[src/rtl/volume_scaler.sv]
// rtl/volume_scaler.sv - stereo PCM attenuator with per-sample dB ramp and 2-stage handshake pipeline
module volume_scaler #(
    parameter int MAX_DB = 43
) (
    input  logic        clk,
    input  logic        reset,
    input  logic        is_muted,
    input  logic [5:0]  lch_db,
    input  logic [5:0]  rch_db,
    input  logic        db_val_valid,
    input  logic        in_valid,
    output logic        in_ready,
    input  logic [15:0] in_left,
    input  logic [15:0] in_right,
    output logic        out_valid,
    input  logic        out_ready,
    output logic [15:0] out_left,
    output logic [15:0] out_right
);
    localparam logic [6:0] MUTE_IDX = 7'd64;

    logic [5:0]         code_l_q, code_r_q, code_l_d, code_r_d;
    logic [6:0]         idx_l_q, idx_r_q, idx_l_d, idx_r_d;
    logic [6:0]         tgt_l, tgt_r;
    logic               s1_valid_q;
    logic signed [15:0] s1_left_q, s1_right_q;
    logic [15:0]        s1_gain_l_q, s1_gain_r_q;
    logic               out_valid_q;
    logic signed [15:0] out_left_q, out_right_q;
    logic               advance, accept;

    function automatic logic [5:0] clamp_code(input logic [5:0] code);
        return (code > 6'(MAX_DB)) ? 6'(MAX_DB) : code;
    endfunction

    function automatic logic [6:0] step_toward(input logic [6:0] cur, input logic [6:0] tgt);
        if (cur < tgt)
            return cur + 7'd1;
        else if (cur > tgt)
            return cur - 7'd1;
        return cur;
    endfunction

    // round(32768 * 10^(-n/20)), entry 0 saturated; 64 and above is silence
    function automatic logic [15:0] gain_lut(input logic [6:0] idx);
        logic [15:0] g;
        case (idx)
            7'd0:  g = 16'd32767; 7'd1:  g = 16'd29205; 7'd2:  g = 16'd26029; 7'd3:  g = 16'd23198;
            7'd4:  g = 16'd20675; 7'd5:  g = 16'd18427; 7'd6:  g = 16'd16423; 7'd7:  g = 16'd14637;
            7'd8:  g = 16'd13045; 7'd9:  g = 16'd11627; 7'd10: g = 16'd10362; 7'd11: g = 16'd9235;
            7'd12: g = 16'd8231;  7'd13: g = 16'd7336;  7'd14: g = 16'd6538;  7'd15: g = 16'd5827;
            7'd16: g = 16'd5193;  7'd17: g = 16'd4629;  7'd18: g = 16'd4125;  7'd19: g = 16'd3677;
            7'd20: g = 16'd3277;  7'd21: g = 16'd2920;  7'd22: g = 16'd2603;  7'd23: g = 16'd2320;
            7'd24: g = 16'd2068;  7'd25: g = 16'd1843;  7'd26: g = 16'd1642;  7'd27: g = 16'd1464;
            7'd28: g = 16'd1305;  7'd29: g = 16'd1163;  7'd30: g = 16'd1036;  7'd31: g = 16'd924;
            7'd32: g = 16'd823;   7'd33: g = 16'd734;   7'd34: g = 16'd654;   7'd35: g = 16'd583;
            7'd36: g = 16'd519;   7'd37: g = 16'd463;   7'd38: g = 16'd413;   7'd39: g = 16'd368;
            7'd40: g = 16'd328;   7'd41: g = 16'd292;   7'd42: g = 16'd260;   7'd43: g = 16'd232;
            7'd44: g = 16'd207;   7'd45: g = 16'd184;   7'd46: g = 16'd164;   7'd47: g = 16'd146;
            7'd48: g = 16'd130;   7'd49: g = 16'd116;   7'd50: g = 16'd104;   7'd51: g = 16'd92;
            7'd52: g = 16'd82;    7'd53: g = 16'd73;    7'd54: g = 16'd65;    7'd55: g = 16'd58;
            7'd56: g = 16'd52;    7'd57: g = 16'd46;    7'd58: g = 16'd41;    7'd59: g = 16'd37;
            7'd60: g = 16'd33;    7'd61: g = 16'd29;    7'd62: g = 16'd26;    7'd63: g = 16'd23;
            default: g = 16'd0;
        endcase
        return g;
    endfunction

    // Q15 multiply with round-half-up, then clip to the 16-bit range
    function automatic logic signed [15:0] scale(input logic signed [15:0] s, input logic [15:0] g);
        logic signed [31:0] s_x;
        logic signed [31:0] g_x;
        logic signed [31:0] acc;
        s_x = 32'(s);
        g_x = $signed({16'd0, g});
        acc = (s_x * g_x + 32'sd16384) >>> 15;
        if (acc > 32'sd32767)
            return 16'sh7fff;
        else if (acc < -32'sd32768)
            return 16'sh8000;
        return acc[15:0];
    endfunction

    assign advance   = out_ready | ~out_valid_q;
    assign accept    = in_valid & advance;
    assign in_ready  = advance;
    assign out_valid = out_valid_q;
    assign out_left  = out_left_q;
    assign out_right = out_right_q;

    // Targets use the already-latched codes so a same-cycle strobe only affects later steps
    always_comb begin
        code_l_d = code_l_q;
        code_r_d = code_r_q;
        if (db_val_valid) begin
            code_l_d = clamp_code(lch_db);
            code_r_d = clamp_code(rch_db);
        end
        tgt_l   = is_muted ? MUTE_IDX : {1'b0, code_l_q};
        tgt_r   = is_muted ? MUTE_IDX : {1'b0, code_r_q};
        idx_l_d = idx_l_q;
        idx_r_d = idx_r_q;
        if (accept) begin
            idx_l_d = step_toward(idx_l_q, tgt_l);
            idx_r_d = step_toward(idx_r_q, tgt_r);
        end
    end

    always_ff @(posedge clk or posedge reset) begin
        if (reset) begin
            code_l_q    <= 6'd0;
            code_r_q    <= 6'd0;
            idx_l_q     <= MUTE_IDX;
            idx_r_q     <= MUTE_IDX;
            s1_valid_q  <= 1'b0;
            s1_left_q   <= 16'sd0;
            s1_right_q  <= 16'sd0;
            s1_gain_l_q <= 16'd0;
            s1_gain_r_q <= 16'd0;
            out_valid_q <= 1'b0;
            out_left_q  <= 16'sd0;
            out_right_q <= 16'sd0;
        end else begin
            code_l_q <= code_l_d;
            code_r_q <= code_r_d;
            idx_l_q  <= idx_l_d;
            idx_r_q  <= idx_r_d;
            if (advance) begin
                s1_valid_q  <= in_valid;
                out_valid_q <= s1_valid_q;
                if (in_valid) begin
                    s1_left_q   <= in_left;
                    s1_right_q  <= in_right;
                    s1_gain_l_q <= gain_lut(idx_l_q);
                    s1_gain_r_q <= gain_lut(idx_r_q);
                end
                if (s1_valid_q) begin
                    out_left_q  <= scale(s1_left_q, s1_gain_l_q);
                    out_right_q <= scale(s1_right_q, s1_gain_r_q);
                end
            end
        end
    end
endmodule
[config.mk]
export PLATFORM = sky130hd
export DESIGN_NAME = volume_scaler
export DESIGN_NICKNAME = d
export VERILOG_FILES = /design/src/rtl/volume_scaler.sv
export SDC_FILE = /design/constraint.sdc
export NUM_CORES = 2
export LEC_CHECK = 0
export CORE_MARGIN = 4
export CORE_UTILIZATION = 50
export DETAILED_ROUTE_END_ITERATION = 10
export PLACE_DENSITY = 0.69
export RECOVER_POWER = 100
export SYNTH_ARGS = -nofsm -noshare
export SYNTH_HDL_FRONTEND = slang
export SYNTH_SLANG_ARGS = --single-unit
[constraint.sdc]
create_clock -name clk -period 8.8 [get_ports clk]
set_clock_uncertainty 0.15 [all_clocks]
set_input_delay 1.76 -clock clk [delete_from_list [all_inputs] [get_ports clk]]
set_output_delay 1.76 -clock clk [all_outputs]
set_load 0.1 [all_outputs]
**Word level (Yosys, flattened, before mapping)**

Memories as Yosys holds them, arrays and structs flattened.
Index checks and enable logic that the tools add are counted.

- Bitwise gates (word level): 3
- $mul: 2
- Magnitude comparators: 10
- Reductions and logical operators: 4
- Add/subtract/negate cells: 6
- Muxes and demuxes: 30

Operators by type and width:

| cell | count |
|---|---|
| two-way mux 16 bit | 8 |
| adder 32 x 16 -> 32 bit, second input constant | 2 |
| multiplier 16 x 17 -> 32 bit | 2 |
| two-way mux 7 bit | 6 |
| greater-than comparator 17 x 16 -> 1 bit, second input constant | 2 |
| < comparator 17 x 16 -> 1 bit, second input constant | 2 |
| adder 7 x 1 -> 7 bit, second input constant | 2 |
| greater-than comparator 7 bit | 2 |
| < comparator 7 bit | 2 |
| two-way mux 1 bit | 14 |
| subtractor 7 x 1 -> 7 bit, second input constant | 2 |
| greater-than comparator 6 bit, second input constant | 2 |
| two-way mux 6 bit | 2 |
| AND reduction 2 bit | 4 |
| AND 1 bit | 1 |
| inverter 1 bit | 1 |
| bitwise OR 1 bit | 1 |

- Flip-flop bits (word level): 124
- Bits in read-only memories: 1920
- Output and inout port bits: 34
- Word-level logic and storage cells: 69
- Bits of input ports: 50
- Memories: 2

Memory list:

| name | words | width | read ports | clocked after Yosys merged registers in | wr ports | RTL line | RTL |
|---|---|---|---|---|---|---|---|
| (name not given) | 64 | 15 | 1 | 0 | 0 | 47 | `case (idx)` |
| (name not given) | 64 | 15 | 1 | 0 | 0 | 47 |  |

**Longest topological paths before layout**

- Depth in word-level cells: 8
- Gate-level depth with buffers: 24
- Depth with buffers taken out: 22

**Least setup slack after synthesis**

Ideal clock, no wire load.

- Path kind: register to register
- Start point: reg s1_gain_l_q[6]
- End point: reg out_left_q[13] (netlist: out_left[13])
- Library setup time: 0.125 ns
- Cell stages (with the launch flop): 24
- Data required time: 8.525 ns
- Slack: 2.662 ns
- Buffers on the path: 1
- Data arrival time: 5.862 ns
- Period minus slack after synthesis: 6.138 ns
- Cell sequence: dfrtp_1 > clkbuf_1 > nand2_1 > fa_1 > inv_1 > fa_1 > inv_1 > fa_1 > inv_1 > fa_1 > fa_1 > inv_1 > fa_1 > inv_1 > ha_1 > a21oi_1 > o21ai_0 > nor3_1 > o21ai_2 > and3b_2 > o21ai_2 > a221oi_4 > maj3_1 > mux2_2

- Word-level cells in the longest chain between the ends: 8
- Elaborated cells on any way between the ends: 10
- Classes of those cells: add/sub (1); mul (1); order compare (2); mux (6)

RTL lines:

| what | RTL line | RTL |
|---|---|---|
| start: declaration | 27 | `logic [15:0] s1_gain_l_q, s1_gain_r_q;` |
| start signal: assignment | 134 | `s1_gain_l_q <= gain_lut(idx_l_q);` |
| multiplier 16 x 17 -> 32 bit (*) | 76 | `acc = (s_x * g_x + 32'sd16384) >>> 15;` |
| adder 32 x 16 -> 32 bit (*) | 76 |  |
| < comparator 17 x 16 -> 1 bit | 79 | `else if (acc < -32'sd32768)` |
| two-way mux 1 bit | 79 |  |
| two-way mux 1 bit | 77 | `if (acc > 32'sd32767)` |
| two-way mux 1 bit | 137 | `if (s1_valid_q) begin` |
| two-way mux 1 bit | 128 | `if (advance) begin` |
| two-way mux 16 bit (*) | 81 | `return acc[15:0];` |
| end signal: assignment | 138 | `out_left_q <= scale(s1_left_q, s1_gain_l_q);` |
| end: declaration | 29 | `logic signed [15:0] out_left_q, out_right_q;` |

Every way passes the cells marked *; elsewhere a longest branch is shown, timed or not. The select of a mux whose other input is x is not followed.
A chain may end at the register's enable or synchronous reset.

**Final worst setup path**

- Start point: reg s1_gain_l_q[6]
- End point: reg out_left_q[5] (netlist: out_left[5])

Same word-level chain as after synthesis.

==> implementation parameters <==
Parameter                              Value

Route
  Routed wire length ... 60.9 mm
  Post-detailed-route count of antenna-violating nets ... 0
  Average vias per placed instance ... 5.63
  Total iterations of the first detailed-routing run ... 6
  Detailed router's first-iteration violation count ... 1603
  Total vias in the final route ... between 15000 and 20000
  Post-route DRC ... 0
  WL/cell ... approximately 18 um

Finish
  Share of final-layout standard cells stronger than drive strength 1 ... 3.76%
  Final design instance area without fill ... 25600 um2
  Antenna diode instance count ... 0
  Area delta synth->final ... 7.26%
  Filler Cell Count ... 4330
  Final design utilization ... between 50 and 60%
  Final-stage net count ... between 3000 and 4000

Logic synthesis
  Warnings from Yosys ... 0
  Post-synthesis cell type count ... 79
  Post-synthesis share of cell area spent on and, or, nand and nor gates ... about 16%
  Area leader, netlist ... sky130_fd_sc_hd__fa_1
  Fraction of synthesized cell area in xor and xnor cells ... 1.75%
  Synthesized Nets ... 3438
  Adder-cell share of the synthesized area ... around 45%
  Post-Syn Area per Cell ... ~8.7 um2
  Fraction of post-synthesis cell area in the top cell type by area ... between 30 and 40%
  Multiplexer share of the synthesized area ... 2.29%
  Number of standard cells after synthesis ... 2748
  Most numerous cell types in the synthesized netlist ... sky130_fd_sc_hd__inv_1, sky130_fd_sc_hd__nand2_1, sky130_fd_sc_hd__fa_1
  Compound-Gate Fraction of Synth Area ... a little under an eighth
  Combined area of all synthesized cells ... 23900 um2
  Top post-synthesis cells by area ... sky130_fd_sc_hd__fa_1, sky130_fd_sc_hd__ha_1, sky130_fd_sc_hd__dfrtp_1
  Sequential fraction of the synthesis area ... ~13%
  Main synth FF type ... sky130_fd_sc_hd__dfrtp_1
  Register bit total from synthesis ... 122
  Most common cell in the netlist ... sky130_fd_sc_hd__inv_1
  Async set-or-reset flop fraction in the synthesized netlist ... between 90% and 100%
  Dominant combinational cell family by area after synthesis ... adder cells
  Count of flip-flops with a built-in enable after synthesis ... 0

Clock tree
  Clock insertion delay at the later pin of the skew report ... 0.47 ns
  CTS buffer count ... 17
  Post-CTS resize count ... 0
  Worst-case clock buffer depth ... 2
  CTS H-tree depth ... 4
  CTS sink cnt ... 122
  Clock Root Buffer ... sky130_fd_sc_hd__clkbuf_16
  Count of buffers added by post-CTS timing repair for setup ... 0
  Clock-pin slew on the worst setup and hold paths ... 0.07 ns
  Cts-stage hold buffer count ... 0
  CTS tree ... done

STA
  Shortest period the worst path allows ... roughly 7.7 ns
  Final Max Tran Viols ... 207
  Worst-case headroom to the max-slew limit ... -159%
  Slew @ Worst Pin ... 3.86 ns
  Maximum clock frequency ... 129 MHz
  Unrepaired setup endpoints after global routing ... no
  Final number of setup-violating endpoints ... 0
  Hold violation total from the final report ... 0
  Minimum hold slack ... between 0.3 and 0.4 ns
  Total negative slack ... 0 ns
  Period Utilization, post-route ... 87.9%

Placed design
  Dpl hpwl ... 47.2 mm
  Cell area after placement ... 25100 um2
  Number of buffers added on ports ... 83
  Weighted congestion at the end of routability-driven global placement ... 0.903

Floorplanning
  Die Height ... 227 um
  Area of the die ... ~50000 um2
  I/O pins ... 84
  Starting density of the core ... between 50% and 60%
  Horiz. Die Dim ... between 200 and 250 um
  Core ar. ... roughly 47000 um2
  Standard-cell row count ... 79

Worst setup path
  Class of the most critical setup path ... reg -> reg
  Highest net fanout along the worst path ... 22
  Crit path arrival time ... ~8.0 ns
  Type of element launching the critical path ... flop
  CP Capture Type ... flop
  R2R setup slack ... 1.06 ns
  Crit path required time ... 9.04 ns

GRT
  Number of global-route vias before repair ... 19830
  Antenna violations before repair ... 3
  Pin count of the biggest net entering global routing ... 77
  Global-route wire length before repair ... 102 mm
  Remaining global-route overflow ... 0
  Global-route usage over all layers ... between 20 and 25%

Run status
  Violated checks ... capacitance limit, slew limit
  Result of the run ... finished, violations left

Flow run
  Max cap viols ... 4

Hold path
  Hold WC Path Type ... reg -> reg
-- state kept, by name, indices dropped and copies added, names as in the netlist --
name / count
idx_l_q: 7
s1_left_q: 16
code_r_q: 6
out_valid: 1
code_l_q: 6
out_right: 16
idx_r_q: 7
s1_right_q: 16
s1_gain_l_q: 15
s1_valid_q: 1
out_left: 16
s1_gain_r_q: 15
-- worst paths after layout --
kind | cells after the start | from | end
max | 20 | s1_gain_l_q[6]$_DFFE_PP0P_ | out_left[5]$_DFFE_PP0P_
min in group asynchronous | 2 | reset | idx_r_q[2]$_DFFE_PP0P_
max reg2reg | 20 | s1_gain_l_q[6]$_DFFE_PP0P_ | out_left[5]$_DFFE_PP0P_
max in group asynchronous | 3 | reset | s1_gain_l_q[5]$_DFFE_PP0P_
min | 2 | out_right[1]$_DFFE_PP0P_ | out_right[1]$_DFFE_PP0P_
min reg2reg | 2 | out_right[1]$_DFFE_PP0P_ | out_right[1]$_DFFE_PP0P_
-- placed cells by master (no fill, tap or decap), types with 6 or more instances in the layout --
master                            synthesis  layout
sky130_fd_sc_hd__a211oi_1                18      19
sky130_fd_sc_hd__a21o_1                  18      18
sky130_fd_sc_hd__a21oi_1                134     135
sky130_fd_sc_hd__a22o_1                  14      14
sky130_fd_sc_hd__a31oi_1                 16      16
sky130_fd_sc_hd__and2_1                 217     216
sky130_fd_sc_hd__buf_4                    2       7
sky130_fd_sc_hd__clkbuf_16                0      17
sky130_fd_sc_hd__clkdlybuf4s50_1          0      45
sky130_fd_sc_hd__dfrtp_1                120     119
sky130_fd_sc_hd__dlygate4sd3_1            0      38
sky130_fd_sc_hd__fa_1                   362     362
sky130_fd_sc_hd__ha_1                   278     278
sky130_fd_sc_hd__inv_1                  494     493
sky130_fd_sc_hd__inv_8                    0       7
sky130_fd_sc_hd__mux2_2                  37      37
sky130_fd_sc_hd__nand2_1                370     369
sky130_fd_sc_hd__nand2b_1                22      22
sky130_fd_sc_hd__nand3_1                 22      22
sky130_fd_sc_hd__nand4_1                 15      15
sky130_fd_sc_hd__nor2_1                  93      94
sky130_fd_sc_hd__nor2b_1                 31      31
sky130_fd_sc_hd__nor3_1                  23      23
sky130_fd_sc_hd__o211ai_1                16      16
sky130_fd_sc_hd__o21ai_0                108     128
sky130_fd_sc_hd__o21ai_1                 25       7
sky130_fd_sc_hd__o21bai_1                 6       6
sky130_fd_sc_hd__o22a_1                   7       7
sky130_fd_sc_hd__o22ai_1                 11      11
sky130_fd_sc_hd__o31ai_1                 15      15
sky130_fd_sc_hd__xnor2_1                 30      30
sky130_fd_sc_hd__xor2_1                  16      16
-- cell families after synthesis --
family / count (synthesis)
AO/OA/AOI/OAI: 448
XOR/XNOR: 47
adder cells (fa/ha/maj): 641
buffers and inverters: 627
flip-flops: 122
multiplexers: 45
AND/OR/NAND/NOR: 818
-- critical path, stage by stage, from the launching register on --
cell	delay [ns]
sky130_fd_sc_hd__dfrtp_1	0.85
sky130_fd_sc_hd__nand2_1	0.20
sky130_fd_sc_hd__fa_1	0.56
sky130_fd_sc_hd__inv_1	0.05
sky130_fd_sc_hd__fa_1	0.50
sky130_fd_sc_hd__inv_1	0.05
sky130_fd_sc_hd__fa_1	0.53
sky130_fd_sc_hd__inv_1	0.05
sky130_fd_sc_hd__fa_1	0.46
sky130_fd_sc_hd__fa_1	0.50
sky130_fd_sc_hd__inv_1	0.06
sky130_fd_sc_hd__fa_1	0.48
sky130_fd_sc_hd__inv_1	0.04
sky130_fd_sc_hd__ha_1	0.31
sky130_fd_sc_hd__nand4_1	0.13
sky130_fd_sc_hd__o21ai_0	0.81
sky130_fd_sc_hd__and3b_1	0.36
sky130_fd_sc_hd__o21ai_0	0.19
sky130_fd_sc_hd__a221oi_4	0.81
sky130_fd_sc_hd__o21ai_0	0.29
sky130_fd_sc_hd__o21ai_0	0.27
-- stage by stage --
step	setup WS (ns)	instances
2_1_floorplan	2.66	2748
3_3_place_gp	1.89	3317
3_5_place_dp	1.65	3317
4_1_cts	1.64	3349
5_1_grt	0.568	3349
6_report	1.06	3349
-- layer usage --
| layer | global-route usage, % | up-vias | part of all wire (%) | wire length, um |
|---|---|---|---|---|
| li1 | - | 8720 | - | - |
| met1 | 34.2 | 9494 | 44 | 26600 |
| met2 | 40.8 | 555 | 48 | 29200 |
| met3 | 4.14 | 92 | 5.7 | 3500 |
| met4 | 7.78 | 0 | 2.7 | 1640 |
| met5 | 0 | - | 0 | 0 |
-- area by class of cell --
cell class | instances | area (um2) | share of cell area, %
repair buffers | 94 | 898 | 3.51
clock buffers | 17 | 425 | 1.66
well taps | 607 | 759 | 2.96
inverters | 495 | 1860 | 7.25
flip-flops and latches | 122 | 3060 | 11.9
multi-input cells | 1999 | 18400 | 71.9
clock inverters | 15 | 196 | 0.766
Power is not shown: default switching activity piles up to over one toggle a cycle in this logic, so the estimate is an artifact.
